[src/rtl/psum_accum_ctrl_if.sv]
// Job/handshake bundle between a psum accumulation controller and its environment.
// The master side issues jobs and products; the slave side is the controller.
interface psum_accum_ctrl_if #(
  parameter int CNT_W = 8
);
  logic             start;
  logic [1:0]       cfg_layer_type;
  logic [CNT_W-1:0] cfg_num_ic_tile;
  logic [CNT_W-1:0] cfg_num_oc_tile;
  logic             mac_valid;
  logic             mac_ready;
  logic             out_ready;
  logic             ipsum_rd_en;
  logic [CNT_W-1:0] ipsum_rd_addr;
  logic             ipsum_add_en;
  logic [1:0]       layer_type;
  logic             psum_wr_en;
  logic [CNT_W-1:0] psum_wr_addr;
  logic             psum_last;
  logic             busy;
  logic             done;
  logic [31:0]      stall_cnt;

  modport master (
    output start, cfg_layer_type, cfg_num_ic_tile, cfg_num_oc_tile, mac_valid, out_ready,
    input  mac_ready, ipsum_rd_en, ipsum_rd_addr, ipsum_add_en, layer_type,
           psum_wr_en, psum_wr_addr, psum_last, busy, done, stall_cnt
  );

  modport slave (
    input  start, cfg_layer_type, cfg_num_ic_tile, cfg_num_oc_tile, mac_valid, out_ready,
    output mac_ready, ipsum_rd_en, ipsum_rd_addr, ipsum_add_en, layer_type,
           psum_wr_en, psum_wr_addr, psum_last, busy, done, stall_cnt
  );
endinterface

[src/rtl/psum_accum_ctrl.sv]
// Partial-sum accumulation controller: ic-outer/oc-inner tile sequencing with a one-stage write pipeline.
// Optional stall counter enabled by defining PSUM_ACCUM_CTRL_PERF_CNT_EN.
module psum_accum_ctrl #(
  parameter int CNT_W = 8
) (
  input  logic             clk,
  input  logic             rst_n,
  psum_accum_ctrl_if.slave bus
);

  typedef enum logic [1:0] {IDLE, RUN, DRAIN, DONE} state_e;

  state_e           state_q;
  logic [1:0]       layer_q;
  logic [CNT_W-1:0] num_ic_q, num_oc_q;
  logic [CNT_W-1:0] ic_q, oc_q;
  logic             wr_en_q, add_en_q, last_q;
  logic [CNT_W-1:0] wr_addr_q;

  logic mac_ready, hs, start_ok, oc_last, ic_last, bubble;

  // With a single oc tile the next product would read the address being written now.
  assign bubble    = (num_oc_q == CNT_W'(1)) && wr_en_q;
  assign mac_ready = (state_q == RUN) && bus.out_ready && !bubble;
  assign hs        = bus.mac_valid && mac_ready;
  assign start_ok  = (state_q == IDLE) && bus.start;
  assign oc_last   = (oc_q == num_oc_q - CNT_W'(1));
  assign ic_last   = (ic_q == num_ic_q - CNT_W'(1));

  always_ff @(posedge clk or negedge rst_n) begin
    if (!rst_n) begin
      state_q   <= IDLE;
      layer_q   <= '0;
      num_ic_q  <= '0;
      num_oc_q  <= '0;
      ic_q      <= '0;
      oc_q      <= '0;
      wr_en_q   <= 1'b0;
      add_en_q  <= 1'b0;
      last_q    <= 1'b0;
      wr_addr_q <= '0;
    end else begin
      // NOTE: non-blocking assignments keep every register reading pre-edge values.
      wr_en_q   <= hs;
      add_en_q  <= hs && (ic_q != '0);
      last_q    <= hs && ic_last;
      wr_addr_q <= hs ? oc_q : '0;

      case (state_q)
        IDLE: begin
          if (bus.start) begin
            layer_q  <= bus.cfg_layer_type;
            num_ic_q <= bus.cfg_num_ic_tile;
            num_oc_q <= bus.cfg_num_oc_tile;
            ic_q     <= '0;
            oc_q     <= '0;
            state_q  <= ((bus.cfg_num_ic_tile != '0) && (bus.cfg_num_oc_tile != '0)) ? RUN : DONE;
          end
        end
        RUN: begin
          if (hs) begin
            if (oc_last) begin
              oc_q <= '0;
              ic_q <= ic_q + CNT_W'(1);
              if (ic_last) state_q <= DRAIN;
            end else begin
              oc_q <= oc_q + CNT_W'(1);
            end
          end
        end
        DRAIN:   state_q <= DONE;
        default: state_q <= IDLE;
      endcase
    end
  end

  assign bus.mac_ready     = mac_ready;
  assign bus.ipsum_rd_en   = hs && (ic_q != '0);
  assign bus.ipsum_rd_addr = (hs && (ic_q != '0)) ? oc_q : '0;
  assign bus.ipsum_add_en  = add_en_q;
  assign bus.layer_type    = layer_q;
  assign bus.psum_wr_en    = wr_en_q;
  assign bus.psum_wr_addr  = wr_addr_q;
  assign bus.psum_last     = last_q;
  assign bus.busy          = (state_q != IDLE);
  assign bus.done          = (state_q == DONE);

`ifdef PSUM_ACCUM_CTRL_PERF_CNT_EN
  logic [31:0] stall_q;

  always_ff @(posedge clk or negedge rst_n) begin
    if (!rst_n) begin
      stall_q <= '0;
    end else if (start_ok) begin
      stall_q <= '0;
    end else if ((state_q == RUN) && !hs && (stall_q != 32'hFFFF_FFFF)) begin
      stall_q <= stall_q + 32'd1;
    end
  end

  assign bus.stall_cnt = stall_q;
`else
  logic unused_start_ok;
  assign unused_start_ok = start_ok;
  assign bus.stall_cnt   = '0;
`endif

endmodule

[src/flat_wrapper.sv]
// flat-port wrapper written by rule: the top's interface ports become plain ports
module psum_accum_ctrl_flat 
#(
  parameter int CNT_W = 8
)
  (clk, rst_n, bus_start, bus_cfg_layer_type, bus_cfg_num_ic_tile, bus_cfg_num_oc_tile, bus_mac_valid, bus_out_ready, bus_mac_ready, bus_ipsum_rd_en, bus_ipsum_rd_addr, bus_ipsum_add_en, bus_layer_type, bus_psum_wr_en, bus_psum_wr_addr, bus_psum_last, bus_busy, bus_done, bus_stall_cnt);
  psum_accum_ctrl_if #(.CNT_W(CNT_W)) bus_i ();
  input  logic clk;
  input  logic rst_n;
  input wire logic [$bits(bus_i.start)-1:0] bus_start;
  input wire logic [$bits(bus_i.cfg_layer_type)-1:0] bus_cfg_layer_type;
  input wire logic [$bits(bus_i.cfg_num_ic_tile)-1:0] bus_cfg_num_ic_tile;
  input wire logic [$bits(bus_i.cfg_num_oc_tile)-1:0] bus_cfg_num_oc_tile;
  input wire logic [$bits(bus_i.mac_valid)-1:0] bus_mac_valid;
  input wire logic [$bits(bus_i.out_ready)-1:0] bus_out_ready;
  output wire logic [$bits(bus_i.mac_ready)-1:0] bus_mac_ready;
  output wire logic [$bits(bus_i.ipsum_rd_en)-1:0] bus_ipsum_rd_en;
  output wire logic [$bits(bus_i.ipsum_rd_addr)-1:0] bus_ipsum_rd_addr;
  output wire logic [$bits(bus_i.ipsum_add_en)-1:0] bus_ipsum_add_en;
  output wire logic [$bits(bus_i.layer_type)-1:0] bus_layer_type;
  output wire logic [$bits(bus_i.psum_wr_en)-1:0] bus_psum_wr_en;
  output wire logic [$bits(bus_i.psum_wr_addr)-1:0] bus_psum_wr_addr;
  output wire logic [$bits(bus_i.psum_last)-1:0] bus_psum_last;
  output wire logic [$bits(bus_i.busy)-1:0] bus_busy;
  output wire logic [$bits(bus_i.done)-1:0] bus_done;
  output wire logic [$bits(bus_i.stall_cnt)-1:0] bus_stall_cnt;
  assign bus_i.start = bus_start;
  assign bus_i.cfg_layer_type = bus_cfg_layer_type;
  assign bus_i.cfg_num_ic_tile = bus_cfg_num_ic_tile;
  assign bus_i.cfg_num_oc_tile = bus_cfg_num_oc_tile;
  assign bus_i.mac_valid = bus_mac_valid;
  assign bus_i.out_ready = bus_out_ready;
  assign bus_mac_ready = bus_i.mac_ready;
  assign bus_ipsum_rd_en = bus_i.ipsum_rd_en;
  assign bus_ipsum_rd_addr = bus_i.ipsum_rd_addr;
  assign bus_ipsum_add_en = bus_i.ipsum_add_en;
  assign bus_layer_type = bus_i.layer_type;
  assign bus_psum_wr_en = bus_i.psum_wr_en;
  assign bus_psum_wr_addr = bus_i.psum_wr_addr;
  assign bus_psum_last = bus_i.psum_last;
  assign bus_busy = bus_i.busy;
  assign bus_done = bus_i.done;
  assign bus_stall_cnt = bus_i.stall_cnt;
  psum_accum_ctrl #(.CNT_W(CNT_W)) u_core (.clk(clk), .rst_n(rst_n), .bus(bus_i));
endmodule
[config.mk]
export PLATFORM = sky130hd
export DESIGN_NAME = psum_accum_ctrl_flat
export DESIGN_NICKNAME = d
export VERILOG_FILES = /design/src/rtl/psum_accum_ctrl_if.sv /design/src/rtl/psum_accum_ctrl.sv /design/src/flat_wrapper.sv
export SDC_FILE = /design/constraint.sdc
export NUM_CORES = 1
export LEC_CHECK = 0
export CORE_UTILIZATION = 49
export CTS_CLUSTER_SIZE = 28
export DETAILED_ROUTE_END_ITERATION = 8
export GPL_TIMING_DRIVEN = 0
export PLACE_DENSITY_LB_ADDON = 0.12
export SYNTH_ARGS = -nofsm -noshare
export SYNTH_HDL_FRONTEND = slang
export SYNTH_SLANG_ARGS = --single-unit
[constraint.sdc]
create_clock -name clk -period 3.2 [get_ports clk]
set_clock_uncertainty 0.1 [all_clocks]
set_input_delay 0.64 -clock clk [delete_from_list [all_inputs] [get_ports clk]]
set_output_delay 0.64 -clock clk [all_outputs]
set_load 0.01 [all_outputs]
==> results.sh, run 1 <==
export IMPL_dieArea_um2=6450
export IMPL_clock_root_buffer="clkbuf_8"
export IMPL_nets=434
export IMPL_ys_dominant_reg_cell="dfrtp_1"
export IMPL_clk_latency_ps=300
export IMPL_ctsLongestPathBuffers=2
export IMPL_overflow=0
export IMPL_vias=2470
export IMPL_routed_top_layer="met4"
export IMPL_slew_headroom_pct=58.4
export IMPL_critPathKind="in -> out"
export IMPL_core_area_um2=5920
export IMPL_final_hold_violation_count=0
export IMPL_cts_buffers=5
export IMPL_place_detailed_hpwl_um=4780
export IMPL_tritoncts="yes"
export IMPL_rows=28
export IMPL_p_leak_nw=1.76
export IMPL_via_per_inst=5.20
export IMPL_max_cap_violations=0
export IMPL_ys_ff_latch=47
export IMPL_required_ps=2460
export IMPL_area_growth_pct=28.4
export IMPL_start_util_pct=50.8
export IMPL_wl_met1_um=3000
export IMPL_grt_start_max_net_pins=36
export IMPL_drc=0
export IMPL_synth_area_um2=3010
export IMPL_synth_top_area_share_pct=39.1
export IMPL_synth_area_per_cell_um2=9.63
export IMPL_totalPowerFinal_mw=2.48
export IMPL_yosys_top_cells_count="47 x dfrtp_1, 33 x buf_4, 19 x inv_1, 18 x mux2_2, 18 x nand2_1"
export IMPL_clkTransAtPathRegs_ps=80
export IMPL_hp_class="in -> async"
export IMPL_setup_viol=0
export IMPL_n_fill_cell=503
export IMPL_synth_area_top_cells="dfrtp_1 39%, buf_4 8.2%, mux2_2 6.7%, ha_1 4.6%, and2_1 3.3%"
export IMPL_rsz0062_at_grt="true"
export IMPL_cp_arrival_ps=2380
export IMPL_cts_num_sinks=47
export IMPL_rr_endpoint="u_core.ic_q[2]"
export IMPL_wl_per_cell_um=13.6
export IMPL_final_area_um2=3860
export IMPL_place_area_um2=3700
export IMPL_drive_gt1_share_pct=18.3
export IMPL_seqCellArea_um2=1180
export IMPL_yosysMostFrequentCell="dfrtp_1"
export IMPL_finalCritPeriodShare_pct=97.4
export IMPL_max_freq_mhz=321
export IMPL_cts_htree_levels=2
export IMPL_drtIter0Drc=125
export IMPL_place_gp_congestion=0.822
export IMPL_antenna_found_initial=0
export IMPL_fin_crit_ps=3120
export IMPL_ant_nets=0
export IMPL_io_pins=80
export IMPL_finalSetupTns_ps=0
export IMPL_synth_cells=312
export IMPL_cp_max_fo=5
export IMPL_reg2reg_slack_ps=160
export IMPL_grt_pass1_vias=2294
export IMPL_grt_first_pass_wirelength_um=10600
export IMPL_port_buffers=47
export IMPL_synth_warnings=0
export IMPL_power_density_nw_per_um2=644
export IMPL_yosys_cell_types_count=54
export IMPL_reg2regPathDepth=11
export IMPL_start_kind="input pin"
export IMPL_drt_total_wl_um=6450
export IMPL_holdBufCountCts=0
export IMPL_route_met3_wl_um=344
export IMPL_status="completed"
export IMPL_antennaDiodeCount=0
export IMPL_vdd_drop_max_mv=0.394
export IMPL_multiInputGateArea_um2=1630
export IMPL_die_w_um=80.3
export IMPL_track_usage_pct=21.5
export IMPL_worst_slew_pin_slew_ps=620
export IMPL_slew_violations=0
export IMPL_crit_path_end_kind="output port"
export IMPL_synth_edf_count=0
export IMPL_yosys_area_top_type="dfrtp_1"
export IMPL_r2r_start="u_core.state_q[0]"
export IMPL_dr_wl_met2_um=3060
export IMPL_first_pass_iters=4
export IMPL_synthArstFlopShare_pct=100
export IMPL_die_h_um=80.3
export IMPL_ys_seq_area_share_pct=39.1
==> cells in the final DEF (no fill, tap or decap), types with 6 or more instances in the layout <==
cell             instances
clkdlybuf4s50_1         46
inv_1                   19
buf_4                   36
mux2_2                  18
nor4_1                   7
xnor2_1                  9
o31ai_1                  8
nand3_1                 10
dfrtp_1                 46
clkbuf_8                 6
and2_1                  16
nor2_1                  15
clkbuf_1                 7
ha_1                    10
xor2_1                  10
a21oi_1                  9
nand2_1                 18
conb_1                  32
or4_1                    7
==> layer usage <==
| metal | vias to the layer above | global-route usage, % |
|---|---|---|
| li1 | 1226 | - |
| met1 | 1151 | 27.9 |
| met2 | 87 | 36.9 |
| met3 | 6 | 3.75 |
| met4 | 0 | 5.54 |
| met5 | - | 0 |
==> power by group <==
part	total (mW)	leakage, nW	internal [mW]	switching (mW)
Sequential	0.976	0.610	0.750	0.226
Clock	0.367	0.0470	0.170	0.197
Combinational	1.14	1.11	0.559	0.583
==> kinds of logic (layout without fill, tap and decap cells) <==
logic type	after synthesis	in the layout	synth area share, %
flops	47	47	39.1
compound gates	45	46	11.2
simple gates	103	103	19.2
fa+ha+maj	11	11	4.58
other cells	1	32	0.125
buf+inv	64	120	12.2
mux	22	22	8.08
xor+xnor	19	19	5.54
==> worst max-delay path by stage <==
| stage | from | endpoint | cells after the start | slack (ps) |
|---|---|---|---|---|
| after floorplan | u_core.state_q[1] | bus_ipsum_rd_addr[0] | 6 | 640 |
| after global placement | bus_out_ready | bus_ipsum_rd_addr[1] | 5 | -290 |
| after detailed placement | bus_out_ready | bus_ipsum_rd_addr[3] | 5 | -320 |
| after CTS | u_core.state_q[1] | bus_ipsum_rd_addr[3] | 7 | 20 |
| after global routing | u_core.num_oc_q[3] | bus_ipsum_rd_addr[4] | 7 | -20 |
| final | bus_out_ready | bus_ipsum_rd_addr[4] | 6 | 80 |
==> critical path, cell delays in order <==
cell	delay (ps)
clkdlybuf4s50_1	530
nand4_1	100
buf_4	170
a31oi_2	240
and2_1	170
clkdlybuf4s50_1	530
==> timing repair <==
action | in CTS | in global routing
gates cloned | 0 | 1
resized for setup | 3 | 6
buffers inserted | 3 | 0
pin swaps | 2 | 0
endpoints found under the setup margin | 9 | 18
==> stage by stage <==
step / utilization, % / std cells / setup WS [ps] / hold WS [ps]
floorplan: - / 343 / 638 / 244
global placement: 62.3 / 465 / -289 / 391
detailed placement: 62.5 / 466 / -319 / 400
CTS: 64.6 / 475 / 24.5 / 131
global route: 65.2 / 475 / -21.1 / 134
finish: 65.2 / 475 / 83.4 / 113
==> state kept, by name, summed over array words and instances, names as in the netlist, 2 cells and up <==
signal,cells
u_core.bus.psum_wr_addr,8
u_core.num_ic_q,8
u_core.bus.layer_type,2
u_core.oc_q,8
u_core.ic_q,8
u_core.state_q,2
u_core.num_oc_q,8
==> cell type report <==
class / count / share of cell area (%)
flip-flops and latches: 47 / 30.5
clock buffers: 6 / 2.14
plain buffers: 43 / 7.46
clock inverters: 1 / 0.130
well taps: 75 / 2.43
repair buffers: 51 / 13.2
inverters: 19 / 1.85
multi-input cells: 233 / 42.3
Power figures use the tool's default switching activity.
==> run 2: changes to the inputs <==
Settings changed: SLEW_MARGIN from default to 15.
==> run 2 against run 1 <==
Register-to-register slack improved by 120 ps. Final cell count did not move. Sequential power barely moved. Worst setup slack got worse by 9.7 ps. Cell area did not move. Wire length barely moved. Clock-buffer cell count did not move. Sequential share of layout area barely moved. Non-clock buffer count did not move. Total power fell by 0.20%. Flip-flop and latch count did not move.
==> results.sh, run 2 (synthesis gave the netlist of run 1 again) <==
export IMPL_area_growth_pct=28.4
export IMPL_r2r_start="u_core.state_q[1]"
export IMPL_port_buffers=47
export IMPL_slew_violations=0
export IMPL_worst_slew_pin_slew_ps=609
export IMPL_final_common_cell="dfrtp_1"
export IMPL_power_density_nw_per_um2=643
export IMPL_cts_num_sinks=47
export IMPL_rows=28
export IMPL_ctsLongestPathBuffers=2
export IMPL_dp_cells=466
export IMPL_rr_endpoint="u_core.ic_q[2]"
export IMPL_drc=0
export IMPL_drive_gt1_share_pct=18.3
export IMPL_clk_latency_ps=300
export IMPL_vias=2468
export IMPL_antenna_found_initial=0
export IMPL_switchingPower_uw=1000
export IMPL_setup_viol=0
export IMPL_clock_root_buffer="clkbuf_8"
export IMPL_via_per_inst=5.20
export IMPL_nets=434
export IMPL_grt_pass1_vias=2322
export IMPL_reg2regPathDepth=11
export IMPL_wl_per_cell_um=13.6
export IMPL_pwr_share_comb_pct=46.1
export IMPL_drt_total_wl_um=6450
export IMPL_vdd_drop_max_mv=0.414
export IMPL_reg2reg_slack_ps=280
export IMPL_track_usage_pct=21.9
export IMPL_cp_arrival_ps=2390
export IMPL_p_leak_nw=1.77
export IMPL_crit_path_end_kind="output port"
export IMPL_start_util_pct=50.8
export IMPL_core_area_um2=5920
export IMPL_drtIter0Drc=116
export IMPL_start_kind="input pin"
export IMPL_grt_start_max_net_pins=35
export IMPL_first_pass_iters=4
export IMPL_ant_nets=0
export IMPL_critPathKind="in -> out"
export IMPL_max_cap_violations=0
export IMPL_rsz0062_at_grt="true"
export IMPL_die_w_um=80.3
export IMPL_grt_first_pass_wirelength_um=10800
export IMPL_fin_cells=475
export IMPL_io_pins=80
export IMPL_slew_headroom_pct=59.1
export IMPL_power_frac_seq_pct=39.2
export IMPL_p_sw_share_pct=40.3
export IMPL_final_area_um2=3860
export IMPL_status="completed"
export IMPL_tritoncts="yes"
export IMPL_p_int_mw=1.48
export IMPL_required_ps=2460
export IMPL_dieArea_um2=6450
export IMPL_place_gp_congestion=0.822
export IMPL_final_hold_violation_count=0
export IMPL_holdBufCountCts=0
export IMPL_cts_htree_levels=2
export IMPL_die_h_um=80.3
export IMPL_hold_ws_ps=128
export IMPL_fin_util_pct=65.2
export IMPL_place_detailed_hpwl_um=4770
export IMPL_mostFrequentLayoutCells="47 x dfrtp_1, 46 x clkdlybuf4s50_1, 36 x buf_4, 32 x conb_1, 19 x inv_1"
export IMPL_antennaDiodeCount=0
export IMPL_clkTransAtPathRegs_ps=80
export IMPL_pwr_share_clk_pct=14.7
export IMPL_cp_max_fo=5
export IMPL_fin_crit_ps=3130
export IMPL_cts_buffers=5
export IMPL_overflow=0
export IMPL_place_area_um2=3700
export IMPL_max_freq_mhz=320
export IMPL_hp_class="in -> async"
export IMPL_finalCritPeriodShare_pct=97.7
==> run 2: cell counts in the layout (fill, tap and decap cells not counted) <==
Identical to the previous run, type by type.
==> run 2: power groups by stage <==
stage	Sequential, mW	Combinational (mW)	Clock (mW)
global route	1.01	1.27	0.401
detailed placement	0.959	1.11	0
CTS	0.949	1.15	0.372
floorplan	0.911	0.830	0
global placement	0.950	1.08	0
finish	0.973	1.14	0.364
==> run 2: worst max path at each step <==
stage / startpoint / endpoint / slack, ps
global route: u_core.num_oc_q[0] / bus_ipsum_rd_addr[2] / -20
global placement: bus_out_ready / bus_ipsum_rd_addr[1] / -290
finish: bus_out_ready / bus_ipsum_rd_addr[5] / 70
CTS: u_core.num_oc_q[3] / bus_ipsum_rd_addr[5] / 40
floorplan: u_core.state_q[1] / bus_ipsum_rd_addr[0] / 640
detailed placement: bus_out_ready / bus_ipsum_rd_addr[3] / -340
==> run 2: worst max-delay path, cell delays in order <==
cell and delay, ps:
clkdlybuf4s50_1 540, nand4_1 110, buf_4 170, a31oi_2 240
and2_1 160, clkdlybuf4s50_1 520
==> run 2: what timing repair did <==
item                                    in CTS  in global routing
cloned                                       1                  0
pin swaps                                    2                  0
buffers inserted                             3                  0
endpoints found under the setup margin       9                 18
gates resized for setup                      4                  6
==> run 2: layout make-up <==
class | instances | area [um^2]
Sequential cell | 47 | 1180
Multi-Input combinational cell | 233 | 1630
Clock inverter | 1 | 5.00
Tap cell | 75 | 93.8
Fill cell | 503 | 2060
Timing Repair Buffer | 51 | 508
Clock buffer | 6 | 82.6
Buffer | 43 | 289
Inverter | 19 | 71.3
==> run 2: routing by layer <==
| layer | GRT usage (%) | wire (um) | share of wire [%] |
|---|---|---|---|
| met5 | 0 | 0 | 0 |
| met4 | 6.96 | 91 | 1.4 |
| met3 | 3.98 | 348 | 5.4 |
| met2 | 36.6 | 3040 | 47 |
| met1 | 28.6 | 2980 | 46 |
==> run 2: metrics by stage <==
step	setup slack, ps	TNS (ps)	power [mW]
6_report	73.6	0	2.48
5_1_grt	-19.2	-53.4	2.68
4_1_cts	37.9	0	2.47
3_5_place_dp	-343	-3770	2.07
3_3_place_gp	-289	-3310	2.03
2_1_floorplan	638	0	1.74
==> run 3: changes to the inputs <==
Settings changed: CORE_UTILIZATION 49 to 50, SKIP_LAST_GASP from default to 1.
Clock period 3.2 ns to 3.9 ns, I/O delays scaled along.
==> run 3 against run 2 <==
Global-route usage is essentially flat. Cell area shrank 1.5%. Sequential share of layout area grew 0.46 points. Sequential power shrank 19%. Flip-flop and latch count is the same. First-iteration DRC count increased by 40%. Non-clock buffer count decreased by 1. Total power decreased by 18%. Die area shrank 1.9%. Combinational power decreased by 17%.
==> results.sh, run 3 (synthesis gave the netlist of run 1 again) <==
export IMPL_clock_root_buffer="clkbuf_8"
export IMPL_finalCritPeriodShare_pct=95.0
export IMPL_required_ps=3020
export IMPL_track_usage_pct=21.9
export IMPL_wl_per_cell_um=13.9
export IMPL_crit_path_end_kind="output port"
export IMPL_clkTransAtPathRegs_ps=80
export IMPL_slew_headroom_pct=59.8
export IMPL_grt_pass1_vias=2264
export IMPL_cp_max_fo=10
export IMPL_first_pass_iters=4
export IMPL_slew_violations=0
export IMPL_worst_slew_pin_slew_ps=599
export IMPL_io_pins=80
export IMPL_final_common_cell="dfrtp_1"
export IMPL_place_detailed_hpwl_um=4920
export IMPL_status="completed"
export IMPL_cts_buffers=5
export IMPL_totalPowerFinal_mw=2.02
export IMPL_max_freq_mhz=270
export IMPL_dieArea_um2=6330
export IMPL_cp_arrival_ps=2830
export IMPL_vdd_drop_max_mv=0.294
export IMPL_mostFrequentLayoutCells="47 x dfrtp_1, 46 x clkdlybuf4s50_1, 33 x buf_4, 32 x conb_1, 19 x inv_1"
export IMPL_place_gp_congestion=0.889
export IMPL_cp_depth=7
export IMPL_holdBufCountCts=0
export IMPL_setup_viol=0
export IMPL_hold_ws_ps=268
export IMPL_overflow=0
export IMPL_fin_util_pct=67.4
export IMPL_drt_total_wl_um=6540
export IMPL_hp_class="in -> async"
export IMPL_nets=432
export IMPL_start_kind="register"
export IMPL_cp_top_family="buffers and inverters"
export IMPL_via_per_inst=5.34
export IMPL_finalSetupTns_ps=0
export IMPL_cp_slowest_cell="clkdlybuf4s50_1"
export IMPL_power_density_nw_per_um2=533
export IMPL_drtIter0Drc=162
export IMPL_die_h_um=79.5
export IMPL_core_area_um2=5640
export IMPL_ant_nets=0
export IMPL_final_area_um2=3800
export IMPL_tritoncts="yes"
export IMPL_antenna_found_initial=0
export IMPL_p_leak_nw=1.74
export IMPL_area_growth_pct=26.5
export IMPL_cts_htree_levels=2
export IMPL_reg2regPathDepth=10
export IMPL_grt_start_max_net_pins=35
export IMPL_final_hold_violation_count=0
export IMPL_place_area_um2=3700
export IMPL_critPathBufInv=3
export IMPL_rows=27
export IMPL_max_cap_violations=0
export IMPL_fin_crit_ps=3710
export IMPL_clk_latency_ps=310
export IMPL_drc=0
export IMPL_drive_gt1_share_pct=16.3
export IMPL_port_buffers=47
export IMPL_rsz0062_at_grt="false"
export IMPL_vias=2513
export IMPL_slowest_delay_ps=530
export IMPL_critPathKind="reg -> out"
export IMPL_die_w_um=79.5
export IMPL_ctsLongestPathBuffers=2
export IMPL_cp_cell_sequence="inv_1 -> ha_1 -> clkbuf_1 -> nand4_1 -> a31oi_4 -> and2_1 -> clkdlybuf4s50_1"
export IMPL_grt_first_pass_wirelength_um=10800
export IMPL_antennaDiodeCount=0
export IMPL_cts_num_sinks=47
export IMPL_start_util_pct=53.3
[run 3: worst paths after layout]
check                                    startpoint                  endpoint  slack [ps]
min in group clk           u_core.bus.layer_type[0]  u_core.bus.layer_type[0]         420
max in group asynchronous                     rst_n            u_core.oc_q[4]        2950
setup reg to reg                  u_core.state_q[0]            u_core.ic_q[3]         610
hold / removal                                rst_n            u_core.ic_q[5]         270
setup / recovery                  u_core.state_q[1]      bus_ipsum_rd_addr[4]         190
hold reg to reg            u_core.bus.layer_type[0]  u_core.bus.layer_type[0]         420
[run 3: where the power goes]
part,switching [mW],internal (mW)
combinational,0.496,0.445
sequential,0.175,0.614
clock,0.170,0.125
[run 3: layout make-up]
type / instances / area (um^2)
buffer: 45 / 294
inverter: 19 / 71.3
multi-input combinational: 232 / 1600
timing repair buffer: 48 / 485
clock buffer: 5 / 68.8
tap: 72 / 90.1
fill: 476 / 1840
clock inverter: 3 / 20.0
sequential: 47 / 1180
[run 3: metal layers]
metal | GRT usage, % | wire length [um] | vias to the layer above
li1 | - | - | 1218
met2 | 36.2 | 3010 | 108
met3 | 3.89 | 465 | 18
met5 | 0 | 0 | -
met4 | 8.00 | 160 | 0
met1 | 28.5 | 2900 | 1169
[run 3: what timing repair did]
action,in CTS,in global routing
setup buffers,0,0
hold endpoints to repair,0,0
gates resized for setup,1,1
setup endpoints to repair,8,8
[run 3: per-stage QoR]
stage               std cells  setup slack [ps]
floorplan                 343              1200
global placement          462               145
detailed placement        463               112
CTS                       471               120
global route              471              20.7
finish                    471               195
